--- src/rtl/cdf_accumulate.sv ---
// CDF accumulator: running sum of histogram bins, each tagged CDF word written back to memory.
// Latency: one cycle from bin sample to write strobe; done/cdf_total follow the state register.
// Backpressure: none; accepts one bin per cycle, bins beyond NUM_BINS are dropped (optional CDF_MIN_TRACK_EN).

module cdf_accumulate #(
    parameter int          DATA_W   = 20,
    parameter int          ADDR_W   = 16,
    parameter logic [15:0] TAG      = 16'hAAAA,
    parameter int          NUM_BINS = 256
) (
    input  logic                 clock,
    input  logic                 reset_n,
    input  logic                 start,
    input  logic [DATA_W-1:0]    acc_in,
    input  logic                 start_in,
    input  logic [ADDR_W-1:0]    store_addr_in,
    input  logic                 done_in,
    output logic [DATA_W+15:0]   write_bus,
    output logic [ADDR_W-1:0]    write_addr,
    output logic                 write_en,
    output logic [DATA_W-1:0]    cdf_total,
    output logic                 overflow,
    output logic [DATA_W-1:0]    cdf_min,
    output logic                 done
);

    localparam int CNT_W = $clog2(NUM_BINS + 1);

    typedef enum logic [1:0] {
        S_IDLE  = 2'd0,
        S_ACCUM = 2'd1,
        S_DONE  = 2'd2
    } state_t;

    state_t              r_state;
    state_t              w_next_state;
    logic [DATA_W-1:0]   r_sum;
    logic [CNT_W-1:0]    r_count;
    logic                r_overflow;
    logic [DATA_W+15:0]  r_write_bus;
    logic [ADDR_W-1:0]   r_write_addr;
    logic                r_write_en;

    logic [DATA_W:0]     w_sum_wide;
    logic                w_carry;
    logic [DATA_W-1:0]   w_sum_n;
    logic                w_write;
    logic                w_clear;

    // Saturating add: the carry bit pins the sum at all-ones and flags overflow.
    assign w_sum_wide = {1'b0, r_sum} + {1'b0, acc_in};
    assign w_carry    = w_sum_wide[DATA_W];
    assign w_sum_n    = w_carry ? {DATA_W{1'b1}} : w_sum_wide[DATA_W-1:0];

    // A bin is taken only while accumulating, with data valid and room left in the pass.
    assign w_write = (r_state == S_ACCUM) && start_in && (r_count < CNT_W'(NUM_BINS));

    // Dropping start (abort) or sitting in IDLE returns everything to its cleared value.
    assign w_clear = !start || (r_state == S_IDLE);

    // State register.
    always_ff @(posedge clock or negedge reset_n) begin
        if (!reset_n) begin
            r_state <= S_IDLE;
        end else begin
            r_state <= w_next_state;
        end
    end

    // Next-state logic; start low forces IDLE from anywhere.
    always_comb begin
        w_next_state = r_state;
        if (!start) begin
            w_next_state = S_IDLE;
        end else begin
            case (r_state)
                S_IDLE:  w_next_state = S_ACCUM;
                S_ACCUM: if (done_in) w_next_state = S_DONE;
                S_DONE:  w_next_state = S_DONE;
                default: w_next_state = S_IDLE;
            endcase
        end
    end

    // Accumulator, bin counter and write port; a final bin arriving with done_in is still written.
    always_ff @(posedge clock or negedge reset_n) begin
        if (!reset_n) begin
            r_sum        <= '0;
            r_count      <= '0;
            r_overflow   <= 1'b0;
            r_write_bus  <= '0;
            r_write_addr <= '0;
            r_write_en   <= 1'b0;
        end else if (w_clear) begin
            r_sum        <= '0;
            r_count      <= '0;
            r_overflow   <= 1'b0;
            r_write_bus  <= '0;
            r_write_addr <= '0;
            r_write_en   <= 1'b0;
        end else if (w_write) begin
            r_sum        <= w_sum_n;
            r_count      <= r_count + 1'b1;
            r_overflow   <= r_overflow | w_carry;
            r_write_bus  <= {TAG, w_sum_n};
            r_write_addr <= store_addr_in;
            r_write_en   <= 1'b1;
        end else begin
            r_write_en   <= 1'b0;
        end
    end

`ifdef CDF_MIN_TRACK_EN
    logic [DATA_W-1:0] r_cdf_min;

    // First nonzero CDF word of the pass; the sum never decreases, so a nonzero latch marks "captured".
    always_ff @(posedge clock or negedge reset_n) begin
        if (!reset_n) begin
            r_cdf_min <= '0;
        end else if (w_clear) begin
            r_cdf_min <= '0;
        end else if (w_write && (r_cdf_min == '0) && (w_sum_n != '0)) begin
            r_cdf_min <= w_sum_n;
        end
    end

    assign cdf_min = r_cdf_min;
`else
    assign cdf_min = '0;
`endif

    assign write_bus  = r_write_bus;
    assign write_addr = r_write_addr;
    assign write_en   = r_write_en;
    assign overflow   = r_overflow;
    assign done       = (r_state == S_DONE);
    assign cdf_total  = (r_state == S_DONE) ? r_sum : '0;

endmodule

--- config.mk ---
export PLATFORM = sky130hd
export DESIGN_NAME = cdf_accumulate
export DESIGN_NICKNAME = d
export VERILOG_FILES = /design/src/rtl/cdf_accumulate.sv
export SDC_FILE = /design/constraint.sdc
export NUM_CORES = 1
export LEC_CHECK = 0
export CORE_MARGIN = 2
export CORE_UTILIZATION = 30
export DETAILED_ROUTE_END_ITERATION = 10
export GPL_ROUTABILITY_DRIVEN = 0
export GPL_TIMING_DRIVEN = 1
export PLACE_DENSITY_LB_ADDON = 0.08
export SYNTH_ARGS = -nofsm -noshare
export SYNTH_HDL_FRONTEND = slang
export SYNTH_SLANG_ARGS = --single-unit
export TNS_END_PERCENT = 20
--- constraint.sdc ---
create_clock -name clock -period 6.3 [get_ports clock]
set_clock_uncertainty 0.15 [all_clocks]
set_input_delay 1.26 -clock clock [delete_from_list [all_inputs] [get_ports clock]]
set_output_delay 1.26 -clock clock [all_outputs]
set_load 0.01 [all_outputs]
==> flow_summary.json <==
{
  "final_cell_mix": "clkdlybuf4s50_1 (106), a21oi_1 (60), dfrtp_1 (50), nand2_1 (47), o21ai_0 (35)",
  "power_uw": 1110,
  "clk_pin_slew_worst_paths_ns": 0.07,
  "synth.ff_latch_count": 50,
  "drt_wl_total_um": 9030,
  "switching_power_uw": 393,
  "hpwl_um": 6480,
  "h-tree-depth": 2,
  "core_mm2": 0.0109,
  "grt.overflow.total": 0,
  "yosys_warnings": 0,
  "fill_cells": 1109,
  "grt_pass1_vias": 2835,
  "cts-resized-gates": 0,
  "rsz0062_at_grt": "no",
  "final_layout_size_suffix_gt1_share_pct": 3.06,
  "insertion_delay_ns": 0.29,
  "tightest_slew_ns": 1.10,
  "pwr-share-seq_pct": 33.9,
  "antenna_found_initial": 0,
  "root_buffer": "clkbuf_16",
  "arrival_ns": 4.14,
  "io_buffer_count": 107,
  "clk_path_buf_depth": 2,
  "final_common_cell": "clkdlybuf4s50_1",
  "finalSetupViolCount": 0,
  "maxSlewViolCount": 0,
  "drv_cap": 0,
  "post-cts-setup-buffer-count": 0,
  "ctsHoldBuffers": 0,
  "vias": 2981,
  "p_int_uw": 714,
  "pwr-share-clk_pct": 27.8,
  "fin_setup_tns_ns": 0,
  "avgSynthCellArea_um2": 8.58,
  "cts_tree": "yes",
  "io-pin-count": 136,
  "synth_top_area_share_pct": 36.8,
  "synth-main-ff-cell": "dfrtp_1",
  "final_nets": 555,
  "wire_per_inst_um": 14.3,
  "swShare_pct": 35.5,
  "critPathLaunchType": "input pin",
  "grt_usage_pct": 14.4,
  "first_pass_iters": 5,
  "diodes": 0,
  "area_growth_pct": 35.6,
  "synthArstFlopShare_pct": 100,
  "synth_area_mm2": 0.00340,
  "grt_max_degree": 51,
  "dieWidth_um": 110,
  "ff2ff_path_depth": 10,
  "synth_top_cell_by_area": "dfrtp_1",
  "cp_max_fo": 14,
  "ys_types": 45,
  "ys_seq_area_share_pct": 36.8,
  "vdd_drop_max_mv": 0.165,
  "via_per_inst": 4.73,
  "drt_iter0_markers": 124,
  "post-route-period-util_pct": 65.5,
  "cts_buffers": 5,
  "critPathRequiredTime_ns": 6.32,
  "rows": 38,
  "initial_core_util_pct": 31.1,
  "status": "complete, no violations",
  "dieArea_mm2": 0.0122,
  "leakagePower_uw": 0.00198,
  "whs_path_depth": 2,
  "synth-edff-count": 0,
  "grt_pass1_wl_um": 14700,
  "worst-setup-path-type": "in -> reg",
  "relSlewSlack_pct": 26.7,
  "syn_inst": 396,
  "hold_class": "reg -> reg",
  "die_h_um": 110,
  "synthTopCellsByArea": "dfrtp_1 (37%), a21oi_1 (8.8%), ha_1 (8.8%)",
  "fin_crit_ns": 4.12,
  "final-hold-violation-count": 0,
  "fmax_mhz": 242,
  "p_comb_share_pct": 38.3,
  "fin_ws_ns": 2.18,
  "cts.sinks": 50,
  "end_kind": "flop",
  "post-place-ws_ns": 1.83,
  "drc": 0,
  "powerDensity_mw_per_mm2": 240,
  "ant_nets": 0
}
[critical path, stage by stage]
cell	delay [ns]
clkdlybuf4s50_1	0.40
ha_1	0.23
fa_1	0.43
a211oi_1	0.25
o21ai_1	0.18
or2_1	0.27
a31oi_2	0.20
a21oi_1	0.13
nor2_1	0.37
buf_4	0.31
a21oi_1	0.10
[state kept, by name (all words and copies together) (netlist names)]
signal,cells
r_sum,19
write_bus,2
write_addr,16
r_state,2
overflow,1
r_count,9
write_en,1
[per-stage QoR]
| stage | hold WS, ns | utilization, % | cells | area [um^2] |
|---|---|---|---|---|
| after floorplan | 0.318 | - | 423 | 3500 |
| after global placement | 0.344 | 40.6 | 622 | 4440 |
| after detailed placement | 0.352 | 40.6 | 622 | 4440 |
| after CTS | 0.370 | 42.2 | 630 | 4610 |
| after global routing | 0.390 | 42.2 | 630 | 4610 |
| final | 0.363 | 42.2 | 630 | 4610 |
[metal layers]
metal | global-route usage [%] | up-vias | wire [um]
met4 | 2.50 | 0 | 76
li1 | - | 1507 | -
met1 | 19.7 | 1390 | 4330
met2 | 24.0 | 80 | 4270
met5 | 0 | - | 0
met3 | 2.85 | 4 | 351
[final cells by class]
class,count,area [um^2],area share [%]
inverters,6,22.5,0.489
multi-input cells,315,1900,41.2
clock inverters,2,37.5,0.814
repair buffers,111,1100,23.8
well taps,140,175,3.80
clock buffers,6,129,2.80
flip-flops and latches,50,1250,27.1
[synth_stat cells, types with 2 or more instances]
cell type  count
a21boi_0       2
a21o_1         8
a21oi_1       60
a31oi_1        4
and2_1        22
and3_1         4
and4_1         2
buf_2          2
buf_4         35
clkbuf_1      14
dfrtp_1       50
ha_1          24
inv_1          6
mux2i_1        2
nand2_1       47
nand2b_1       3
nand3_1        3
nand4_1        6
nor2_1        18
nor2b_1        4
o21ai_0       35
or3_1          2
xnor2_1        7
xor2_1        15
[cell families after synthesis]
family,after synthesis,synth area share [%]
AO/OA/AOI/OAI,122,20.2
AND/OR/NAND/NOR,116,16.9
buffers and inverters,58,10.3
flip-flops,50,36.8
adder cells (fa/ha/maj),25,9.42
XOR/XNOR,22,5.67
multiplexers,2,0.589
other,1,0.110
[path summary, 6_finish.rpt]
check	from	slack [ns]	end
max in group asynchronous	reset_n	4.62	write_bus[19]$_DFFE_PN0P_
setup / recovery	acc_in[0]	2.18	r_sum[11]$_DFFE_PN0P_
hold reg to reg	r_count[8]$_DFFE_PN0P_	0.36	r_count[8]$_DFFE_PN0P_
setup reg to reg	r_sum[0]$_DFFE_PN0P_	3.15	r_sum[11]$_DFFE_PN0P_
hold / removal	r_count[8]$_DFFE_PN0P_	0.36	r_count[8]$_DFFE_PN0P_
min in group asynchronous	reset_n	0.94	r_sum[13]$_DFFE_PN0P_
[power groups by stage]
stage / Combinational, uW / Sequential, uW / Clock, uW
2_1_floorplan: 268 / 386 / 0
3_3_place_gp: 426 / 380 / 0
3_5_place_dp: 428 / 382 / 0
4_1_cts: 430 / 375 / 318
5_1_grt: 473 / 380 / 338
6_report: 424 / 375 / 308
Note: power is estimated with default switching activity, not from simulation.
